<file path="config.mk">
export PLATFORM = sky130hd
export DESIGN_NAME = decode_ctrl
export DESIGN_NICKNAME = d
export VERILOG_FILES = /design/src/rtl/decode_ctrl.sv
export SDC_FILE = /design/constraint.sdc
export NUM_CORES = 1
export LEC_CHECK = 0
export BUFFER_PORTS_ARGS = -buffer_cell sky130_fd_sc_hd__buf_2
export CORE_ASPECT_RATIO = 0.75
export CORE_MARGIN = 1.5
export CORE_UTILIZATION = 53
export DETAILED_ROUTE_END_ITERATION = 10
export PLACE_DENSITY = 0.8
export REMOVE_ABC_BUFFERS = 1
export SLEW_MARGIN = 15
export SYNTH_ARGS = -nofsm -noshare
export SYNTH_HDL_FRONTEND = slang
export SYNTH_HIERARCHICAL = 1
export SYNTH_SLANG_ARGS = --single-unit
</file>
<file path="constraint.sdc">
create_clock -name clk -period 4.8 [get_ports clk]
set_input_delay 0.48 -clock clk [delete_from_list [all_inputs] [get_ports clk]]
set_output_delay 0.48 -clock clk [all_outputs]
set_load 0.03 [all_outputs]
</file>
<file path="src/rtl/decode_ctrl.sv">
// Decode stage front end: one output entry plus one skid entry between fetch and
// execute, with load-use stall detection and an immediate generator on the output.

module imm_gen (
  input  logic [31:0] i_inst,
  output logic [31:0] o_imm
);
  logic [6:0] w_opcode;
  assign w_opcode = i_inst[6:0];

  always_comb begin
    o_imm = '0;
    case (w_opcode)
      7'b0010011, 7'b0000011, 7'b1100111:
        o_imm = {{20{i_inst[31]}}, i_inst[31:20]};
      7'b0100011:
        o_imm = {{20{i_inst[31]}}, i_inst[31:25], i_inst[11:7]};
      7'b1100011:
        o_imm = {{19{i_inst[31]}}, i_inst[31], i_inst[7], i_inst[30:25], i_inst[11:8], 1'b0};
      7'b0110111, 7'b0010111:
        o_imm = {i_inst[31:12], 12'b0};
      7'b1101111:
        o_imm = {{11{i_inst[31]}}, i_inst[31], i_inst[19:12], i_inst[20], i_inst[30:21], 1'b0};
      default:
        o_imm = '0;
    endcase
  end
endmodule

module decode_ctrl (
  input  logic        clk,
  input  logic        rst,
  input  logic        if_valid,
  input  logic [31:0] if_inst,
  input  logic [31:0] if_pc,
  output logic        if_ready,
  output logic        id_valid,
  output logic [31:0] id_inst,
  output logic [31:0] id_pc,
  output logic [31:0] id_imm,
  input  logic        id_ready,
  input  logic        flush,
  input  logic        ex_load,
  input  logic [4:0]  ex_rd,
  output logic [15:0] bubble_cnt
);
  // Handshake: a transfer happens on a rising edge where valid and ready are both 1;
  // valid never depends on ready, and if_ready depends only on registered state.

  logic        r_out_valid;
  logic [31:0] r_out_inst;
  logic [31:0] r_out_pc;
  logic        r_skid_valid;
  logic [31:0] r_skid_inst;
  logic [31:0] r_skid_pc;
  logic [15:0] r_bubble_cnt;

  logic        w_accept;
  logic        w_consume;
  logic        w_hazard;
  logic        w_is_uj;
  logic        w_rs_match;
  logic [4:0]  w_rs1;
  logic [4:0]  w_rs2;
  logic [6:0]  w_opcode;

  assign w_opcode   = r_out_inst[6:0];
  assign w_rs1      = r_out_inst[19:15];
  assign w_rs2      = r_out_inst[24:20];
  // U and J formats carry immediate bits in the rs fields, so they never stall.
  assign w_is_uj    = (w_opcode == 7'b0110111) || (w_opcode == 7'b0010111) ||
                      (w_opcode == 7'b1101111);
  assign w_rs_match = (w_rs1 == ex_rd) || (w_rs2 == ex_rd);
  assign w_hazard   = r_out_valid && ex_load && (ex_rd != 5'd0) && !w_is_uj && w_rs_match;

  assign if_ready   = !r_skid_valid;
  assign id_valid   = r_out_valid && !w_hazard;
  assign id_inst    = r_out_inst;
  assign id_pc      = r_out_pc;
  assign bubble_cnt = r_bubble_cnt;

  assign w_accept   = if_valid && !r_skid_valid;
  assign w_consume  = id_valid && id_ready;

  imm_gen u_imm_gen (
    .i_inst (r_out_inst),
    .o_imm  (id_imm)
  );

  always_ff @(posedge clk or posedge rst) begin
    if (rst) begin
      r_out_valid  <= 1'b0;
      r_out_inst   <= '0;
      r_out_pc     <= '0;
      r_skid_valid <= 1'b0;
      r_skid_inst  <= '0;
      r_skid_pc    <= '0;
    end else if (flush) begin
      r_out_valid  <= 1'b0;
      r_skid_valid <= 1'b0;
    end else if (w_consume) begin
      if (r_skid_valid) begin
        r_out_inst   <= r_skid_inst;
        r_out_pc     <= r_skid_pc;
        r_skid_valid <= 1'b0;
      end else if (w_accept) begin
        r_out_inst   <= if_inst;
        r_out_pc     <= if_pc;
      end else begin
        r_out_valid  <= 1'b0;
      end
    end else if (w_accept) begin
      // Output entry still occupied (stalled or not consumed): park in the skid entry.
      if (r_out_valid) begin
        r_skid_inst  <= if_inst;
        r_skid_pc    <= if_pc;
        r_skid_valid <= 1'b1;
      end else begin
        r_out_inst   <= if_inst;
        r_out_pc     <= if_pc;
        r_out_valid  <= 1'b1;
      end
    end
  end

  always_ff @(posedge clk or posedge rst) begin
    if (rst) begin
      r_bubble_cnt <= '0;
    end else if (w_hazard && !flush && (r_bubble_cnt != 16'hFFFF)) begin
      r_bubble_cnt <= r_bubble_cnt + 16'd1;
    end
  end
endmodule
</file>
; After elaboration in Yosys (flattened, before gate mapping)
; Index checks and enable logic that the tools add are counted.
[op_classes]
n_reduce_logical = 27
mux = 20
addsub = 1
bitwise = 2
eq_ne = 14
[ops]
columns = cell, count
row1 = $mux 32, 10
row2 = $pmux 32 s5, 1
row3 = $eq 7x7->1 const B, 3
row4 = $add 16x1->16 const B, 1
row5 = $ne 16x16->1 const B, 1
row6 = $eq 7x5->1 const B, 2
row7 = $eq 7x6->1 const B, 2
row8 = $eq 5x5->1, 2
row9 = $logic_and 1x1->1, 9
row10 = $mux 1, 9
row11 = $reduce_and 4->1, 2
row12 = $eq 7x2->1 const B, 1
row13 = $ne 3x3->1 const B, 2
row14 = $reduce_bool 3->1, 2
row15 = $reduce_bool 5->1, 1
row16 = $logic_not 1->1, 4
row17 = $reduce_bool 2->1, 2
row18 = $logic_or 1x1->1, 3
row19 = $reduce_and 3->1, 1
row20 = $reduce_or 3->1, 1
row21 = $ne 2x1->1 const B, 1
row22 = $not 1->1, 2
row23 = $reduce_and 2->1, 1
row24 = $reduce_or 2->1, 1
[word_totals]
ff_bits = 146
output_inout_bits = 114

; Logic depth before layout (Yosys ltp)
; Gate-level depths: netlist (run 1).
[logic_depth]
depth_word = 11
ltp_mapped = 8

; Modules after synthesis
; Netlist (run 1), hierarchy kept.
[modules_own_cells]
columns = mod, area_per_inst_um2, n_inst, seq_area_each_um2, cells_each
row1 = decode_ctrl, 6621.4, 1, 3653.5, 446
row2 = imm_gen, 546.8, 1, 0.0, 79

; Least setup slack after synthesis (run 1)
; Ideal clock, no wire load.
[synth_path]
kind = input to register
start = input ex_rd[0]
end = register r_out_inst[0] (netlist: id_inst[0])
slack_ps = 2250
arrival_time_ps = 2423
t_required_ps = 4673
stages = 6
path_buffers = 1
setup_ps = 127
path_cell_list = or4_1 o2111a_1 a21oi_4 buf_6 mux2_2 mux2_1
[synth_between]
elab_chain_len = 9
[synth_rtl]
columns = item, line_no
row1 = start: declaration, 44  ; input logic [4:0] ex_rd,
row2 = $reduce_bool 5->1, 74  ; assign w_hazard = r_out_valid && ex_load && (ex_rd != 5'd0) && !w_is_uj && w_rs_match;
row3 = $logic_and 1x1->1 (2 in a row), 74
row4 = $logic_and 1x1->1 *, 74
row5 = $logic_not 1->1 *, 77  ; assign id_valid = r_out_valid && !w_hazard;
row6 = $logic_and 1x1->1 *, 77
row7 = $logic_and 1x1->1 *, 83  ; assign w_consume = id_valid && id_ready;
row8 = $ne 2x1->1 (no line) or $reduce_bool 2->1 (tied branches), n/a
row9 = $reduce_and 4->1 (no line), n/a
row10 = end signal: assignment, 103  ; r_out_inst <= r_skid_inst;
row11 = end signal: assignment, 107  ; r_out_inst <= if_inst;
row12 = end signal: assignment, 119  ; r_out_inst <= if_inst;
row13 = end: declaration, 51  ; logic [31:0] r_out_inst;
; Mark *: on every way between the ends. The rest lies on a longest branch, timed or not.
; A chain may end at the register's enable or synchronous reset.

; Worst setup path in the final report (run 1)
[layout_path]
start = register r_out_inst[6] (netlist: id_inst[6])
end = register r_out_inst[31] (netlist: id_inst[31])
[layout_between]
elab_chain_len = 11
[layout_rtl]
columns = item, line_no
row1 = $eq 7x6->1 or $eq 7x5->1 (tied branches), 71  ; assign w_is_uj = (w_opcode == 7'b0110111) || (w_opcode == 7'b0010111) ||
row2 = $logic_or 1x1->1, 71
row3 = $logic_or 1x1->1 *, 71
row4 = $logic_not 1->1 *, 74
row5 = $logic_and 1x1->1 * (2 in a row), 74
row6 = $logic_not 1->1 *, 77
row7 = $logic_and 1x1->1 *, 77
row8 = $logic_and 1x1->1 *, 83
row9 = $ne 2x1->1 (no line) or $reduce_bool 2->1 (tied branches), n/a
row10 = $reduce_and 4->1 (no line), n/a
; Marks and branches as above.

==> impl_metrics.json, run 1 <==
{
  "status": "completed",
  "grt_max_degree": 117,
  "yosysMostFrequentCell": "dfrtp_1",
  "setup_slack_ps": 1674,
  "synth_cell_type_count": 52,
  "ys_ff_latch": 146,
  "rows": 36,
  "dr.first_iter.drc_count": 338,
  "area_growth_pct": 21.99,
  "cp.required_ps": 5090,
  "finalMaxSlewViolations": 0,
  "fin_cells": 887,
  "cts_tree": "yes",
  "rr_worst_depth": 7,
  "ys_top_cells_by_area": "dfrtp_1, mux2_2, mux2_1",
  "port_buffers": 188,
  "fin_crit_sh": 0.6512,
  "synth_top_area_cell": "dfrtp_1",
  "hold_viol": 0,
  "path_max_fanout": 64,
  "endpoint": "id_inst[31]",
  "synth_top_family_by_area": "multiplexers",
  "grt_pass1_wl_um": 25430,
  "critPathSlowestCell": "buf_4",
  "stdcell_area_mm2": 0.008745,
  "worst-slew-pin-transition_ps": 1002,
  "yosysWarnings": 6,
  "cts_num_sinks": 146,
  "h-tree-depth": 4,
  "fp.dieH_um": 103.7,
  "antenna_found_initial": 0,
  "ir_drop_mv": 0.3302,
  "root_buffer": "clkbuf_16",
  "grt_pass1_vias": 5075,
  "placed_cell_area_mm2": 0.008114,
  "ys_seq_area_frac": 0.5097,
  "crit_start": "id_inst[6]",
  "rrSetupSlack_ps": 1670,
  "synth_cells": 525,
  "crit_arrival_ps": 3410,
  "syn_area_mm2": 0.007168,
  "final-setup-viol-count": 0,
  "finalWirelength_um": 16220,
  "drive_above_1_share": 0.4763,
  "slew_headroom": 0.3323,
  "hold_class": "input pin to asynchronous set/reset pin",
  "synth-edff-count": 0,
  "fp.dieArea_mm2": 0.01424,
  "synth-compound-area-share": 0.05045,
  "cts_buffer_depth": 2,
  "cp_common_cell": "mux2_1",
  "drc_errors": 0,
  "track_usage": 0.2345,
  "reg2reg_from": "id_inst[6]",
  "rsz0062_at_grt": "false",
  "core_area_mm2": 0.01311,
  "critPathLaunchType": "flip-flop",
  "nets": 782,
  "cts_resized": 0,
  "clkTransAtPathRegs_ps": 60,
  "fmax_ghz": 0.3199,
  "syn_area_per_cell_um2": 13.65,
  "ys.flop_type": "dfrtp_1",
  "numCtsBuffers": 17,
  "synth_common_cells": "dfrtp_1, mux2_2, mux2_1, nand3_1, xnor2_1",
  "vias": 5035,
  "num-fill-cells": 1006,
  "p_leak_uw": 0.004136,
  "die_w_um": 137.3,
  "hpwl_um": 10830,
  "path_class": "flip-flop to flip-flop",
  "start_util": 0.5469,
  "antenna_left": 0,
  "critPathCaptureType": "flip-flop",
  "fin_tns_setup_ps": 0,
  "finalCriticalPeriod_ps": 3126,
  "first_pass_iters": 6,
  "synth_simple_gate_area_frac": 0.06685,
  "synth-adder-area-share": 0.001746,
  "synth_xor_area_frac": 0.03055,
  "pre_cts_ws_ps": 1579,
  "wl_per_cell_um": 18.29,
  "gr-total-overflow": 0,
  "async_flop_share": 1.000,
  "fin_skew_ps": 8.993,
  "reg2reg_to": "id_inst[31]",
  "synth.top_cell.area_share": 0.5097,
  "path_cells": "and4b_1 -> o2111ai_1 -> o2111a_1 -> a21oi_4 -> buf_4 -> mux2_1 -> mux2_1",
  "clk_latency_ps": 420,
  "synthMuxAreaShare": 0.3046,
  "cap_violations": 0,
  "cts_hold_buffers": 0,
  "dp.cells": 857,
  "slowest_delay_ps": 710,
  "place_congestion": 0.8508,
  "top_level_ports": 189,
  "p_per_area_mw_per_mm2": 489.9,
  "diodes": 0,
  "post_cts_buffers": 0,
  "via_per_inst": 5.676
}
-- area by class of cell --
type | count | area [um^2] | area share
repair buffers | 192 | 991.0 | 0.1133
well taps | 171 | 214.0 | 0.02447
clock inverters | 11 | 163.9 | 0.01874
multi-input cells | 345 | 3263 | 0.3732
flip-flops and latches | 146 | 3654 | 0.4178
clock buffers | 18 | 439.2 | 0.05022
inverters | 4 | 20.02 | 0.002289
-- per-layer routing --
metal,up-vias,global-route usage,part of all wire
met5,-,0,0
met4,0,0.1038,0.022
met3,32,0.05972,0.072
met2,202,0.3740,0.47
met1,2521,0.3010,0.44
li1,2280,-,-
-- power breakdown --
group | switching (uW) | internal (uW) | total, uW
logic | 674 | 448 | 1120
registers | 253 | 1550 | 1800
clock network | 493 | 870 | 1360
-- critical path: cells and delay by family, from the launching register on --
family,cells,cell delay (ps)
buffers and inverters,1,710
and+or+nand+nor,1,260
DFF,1,600
muxes,2,720
AOI/OAI and AO/OA,3,670
-- metrics by stage --
step           total power (uW)    util  hold slack, ps
2_1_floorplan              2544       -           474.0
3_3_place_gp               2873  0.6190           463.2
3_5_place_dp               2942  0.6190           472.3
4_1_cts                    4312  0.6650           290.5
5_1_grt                    4474  0.6671           58.74
6_report                   4284  0.6671           47.84
-- worst min path at each step --
stage | endpoint | cells after the start
after floorplan | r_skid_inst[0] | 1
after global placement | id_pc[20] | 1
after detailed placement | id_pc[21] | 1
after CTS | r_skid_inst[3] | 2
after global routing | r_skid_pc[4] | 2
final | r_skid_pc[4] | 2
-- cell usage in the layout (no fill, tap or decap), types with 4 or more instances in the layout --
master | synthesis | final
a21o_2 | 8 | 8
a22o_1 | 4 | 4
buf_2 | 6 | 188
bufinv_16 | 0 | 4
clkbuf_16 | 0 | 17
clkinv_2 | 0 | 4
dfrtp_1 | 146 | 146
mux2_1 | 92 | 92
mux2_2 | 101 | 101
nand2_1 | 9 | 9
nand3_1 | 22 | 22
nand4_1 | 4 | 4
nor2_1 | 5 | 5
nor2b_1 | 7 | 7
nor3_1 | 4 | 4
o21ai_0 | 14 | 14
xnor2_1 | 22 | 22
-- logic make-up (layout without fill, tap and decap cells) --
kind of cell,count (synthesis),in the layout
AOI/OAI and AO/OA,46,46
xor gates and xnor gates,25,25
adders and majority gates,1,1
buffers and inverters,34,225
DFF,146,146
muxes,194,194
and+or+nand+nor,79,79
-- flip-flops by register name, summed over array words and instances, names as in the netlist --
register	cells
id_inst	32
id_pc	32
r_skid_inst	32
r_skid_pc	32
bubble_cnt	16
r_out_valid	1
r_skid_valid	1
Power figures use the tool's default switching activity.
==> inputs of run 2 (changes only) <==
==> constraint.sdc (replaced) <==
create_clock -name clk -period 3.14 [get_ports clk]
set_input_delay 0.314 -clock clk [delete_from_list [all_inputs] [get_ports clk]]
set_output_delay 0.314 -clock clk [all_outputs]
set_load 0.03 [all_outputs]
==> run 2 against run 1 <==
Sequential power increased by 53%. Combinational power increased by 54%. Sequential share of layout area decreased by 0.26 points. Largest cell class unchanged. Total power increased by 51%. Critical endpoint is now id_valid.
==> impl_metrics.json, run 2 (synthesis results as in run 1) <==
{
  "clk_latency_ps": 420,
  "vias": 4997,
  "cts_num_sinks": 146,
  "cts_resized": 0,
  "top_level_ports": 189,
  "mostFrequentLayoutCells": "buf_2, dfrtp_1, mux2_2, mux2_1",
  "mostFrequentLayoutCell": "buf_2",
  "p_leak_uw": 0.004147,
  "hold_class": "input pin to asynchronous set/reset pin",
  "gr-total-overflow": 0,
  "grt_pass1_wl_um": 26450,
  "area_growth_pct": 22.74,
  "antenna_left": 0,
  "cts_buffer_depth": 2,
  "drive_above_1_share": 0.4813,
  "critPathCaptureType": "primary output",
  "antenna_found_initial": 1,
  "die_w_um": 137.3,
  "grt_max_degree": 91,
  "clkTransAtPathRegs_ps": 60,
  "core_area_mm2": 0.01311,
  "fp.dieArea_mm2": 0.01424,
  "grt_pass1_vias": 5203,
  "cts_tree": "yes",
  "numCtsBuffers": 17,
  "fin_crit_sh": 0.8941,
  "status": "completed",
  "start_util": 0.5469,
  "hold_viol": 0,
  "ir_drop_mv": 0.5251,
  "crit_arrival_ps": 2490,
  "rows": 36,
  "worst-slew-pin-transition_ps": 825.1,
  "final-setup-viol-count": 0,
  "power_uw": 6486,
  "placed_cell_area_mm2": 0.008202,
  "cap_violations": 0,
  "first_pass_iters": 4,
  "nets": 786,
  "fmax_ghz": 0.3562,
  "num-fill-cells": 976,
  "port_buffers": 188,
  "fp.dieH_um": 103.7,
  "via_per_inst": 5.583,
  "finalMaxSlewViolations": 0,
  "reg2reg_from": "id_inst[6]",
  "path_class": "flip-flop to primary output",
  "path_max_fanout": 13,
  "fin_skew_ps": 12.70,
  "rrSetupSlack_ps": 340,
  "track_usage": 0.2408,
  "dr.first_iter.drc_count": 286,
  "fin_util": 0.6712,
  "p_per_area_mw_per_mm2": 737.2,
  "slew_headroom": 0.4457,
  "place_congestion": 0.8375,
  "critPathLaunchType": "flip-flop",
  "root_buffer": "clkbuf_16",
  "hpwl_um": 11380,
  "cts_hold_buffers": 0,
  "finalCriticalPeriod_ps": 2808,
  "stdcell_area_mm2": 0.008798,
  "post_cts_buffers": 0,
  "crit_start": "id_inst[4]",
  "finalWirelength_um": 16430,
  "h-tree-depth": 4,
  "rsz0062_at_grt": "false",
  "wl_per_cell_um": 18.35,
  "hold_slack_ps": 44.04,
  "cp.required_ps": 2830,
  "drc_errors": 0
}
[run 2: changes by cell type in the layout (fill, tap and decap cells not counted), sizes merged]
cell	change
buf	+4
clkinvlp	+3
inv	+3
bufinv	-2
clkinv	-1
diode	+1
[run 2: power breakdown]
| group | switching [uW] | total [uW] | internal (uW) |
|---|---|---|---|
| logic | 1030 | 1720 | 688 |
| registers | 396 | 2760 | 2360 |
| clock network | 808 | 2010 | 1200 |
| total | 2240 | 6490 | 4250 |
[run 2: per-layer routing]
| layer | track usage | up-vias | wire length (um) |
|---|---|---|---|
| met5 | 0 | - | 0 |
| met4 | 0.08421 | 0 | 284 |
| met3 | 0.06902 | 21 | 1045 |
| met2 | 0.3704 | 169 | 7690 |
| met1 | 0.3257 | 2518 | 7405 |
| li1 | - | 2289 | - |
[run 2: through the flow]
stage	instances	TNS [ps]	setup WS [ps]
2_1_floorplan	495	-256390	-1097
3_3_place_gp	862	0	472.6
3_5_place_dp	862	0	373.4
4_1_cts	894	0	343.6
5_1_grt	894	0	150.3
6_report	895	0	332.5
[run 2: critical path: stages (launching register included)]
cell and delay, ps:
dfrtp_1 560, and4b_1 250, o2111ai_1 360, o2111a_1 350, nand2_1 170, and2_1 230, buf_2 170
[run 2: final timing paths]
| check | endpoint | cells after the start |
|---|---|---|
| min in group clk | r_skid_pc[31] | 2 |
| min | id_pc[4] | 2 |
| min reg2reg | id_pc[22] | 1 |
| max | id_valid | 6 |
| max in group asynchronous | r_skid_inst[22] | 3 |
| max reg2reg | id_inst[1] | 7 |
[run 2: cell type report]
type	instances	area, um^2	share of cell area
clock buffer	18	439.2	0.04991
inverter	4	20.02	0.002275
sequential	146	3654	0.4152
tap	171	214.0	0.02432
antenna	1	2.502	0.0002844
timing repair buffer	196	1051	0.1195
clock inverter	14	155.1	0.01763
multi-input combinational	345	3263	0.3709
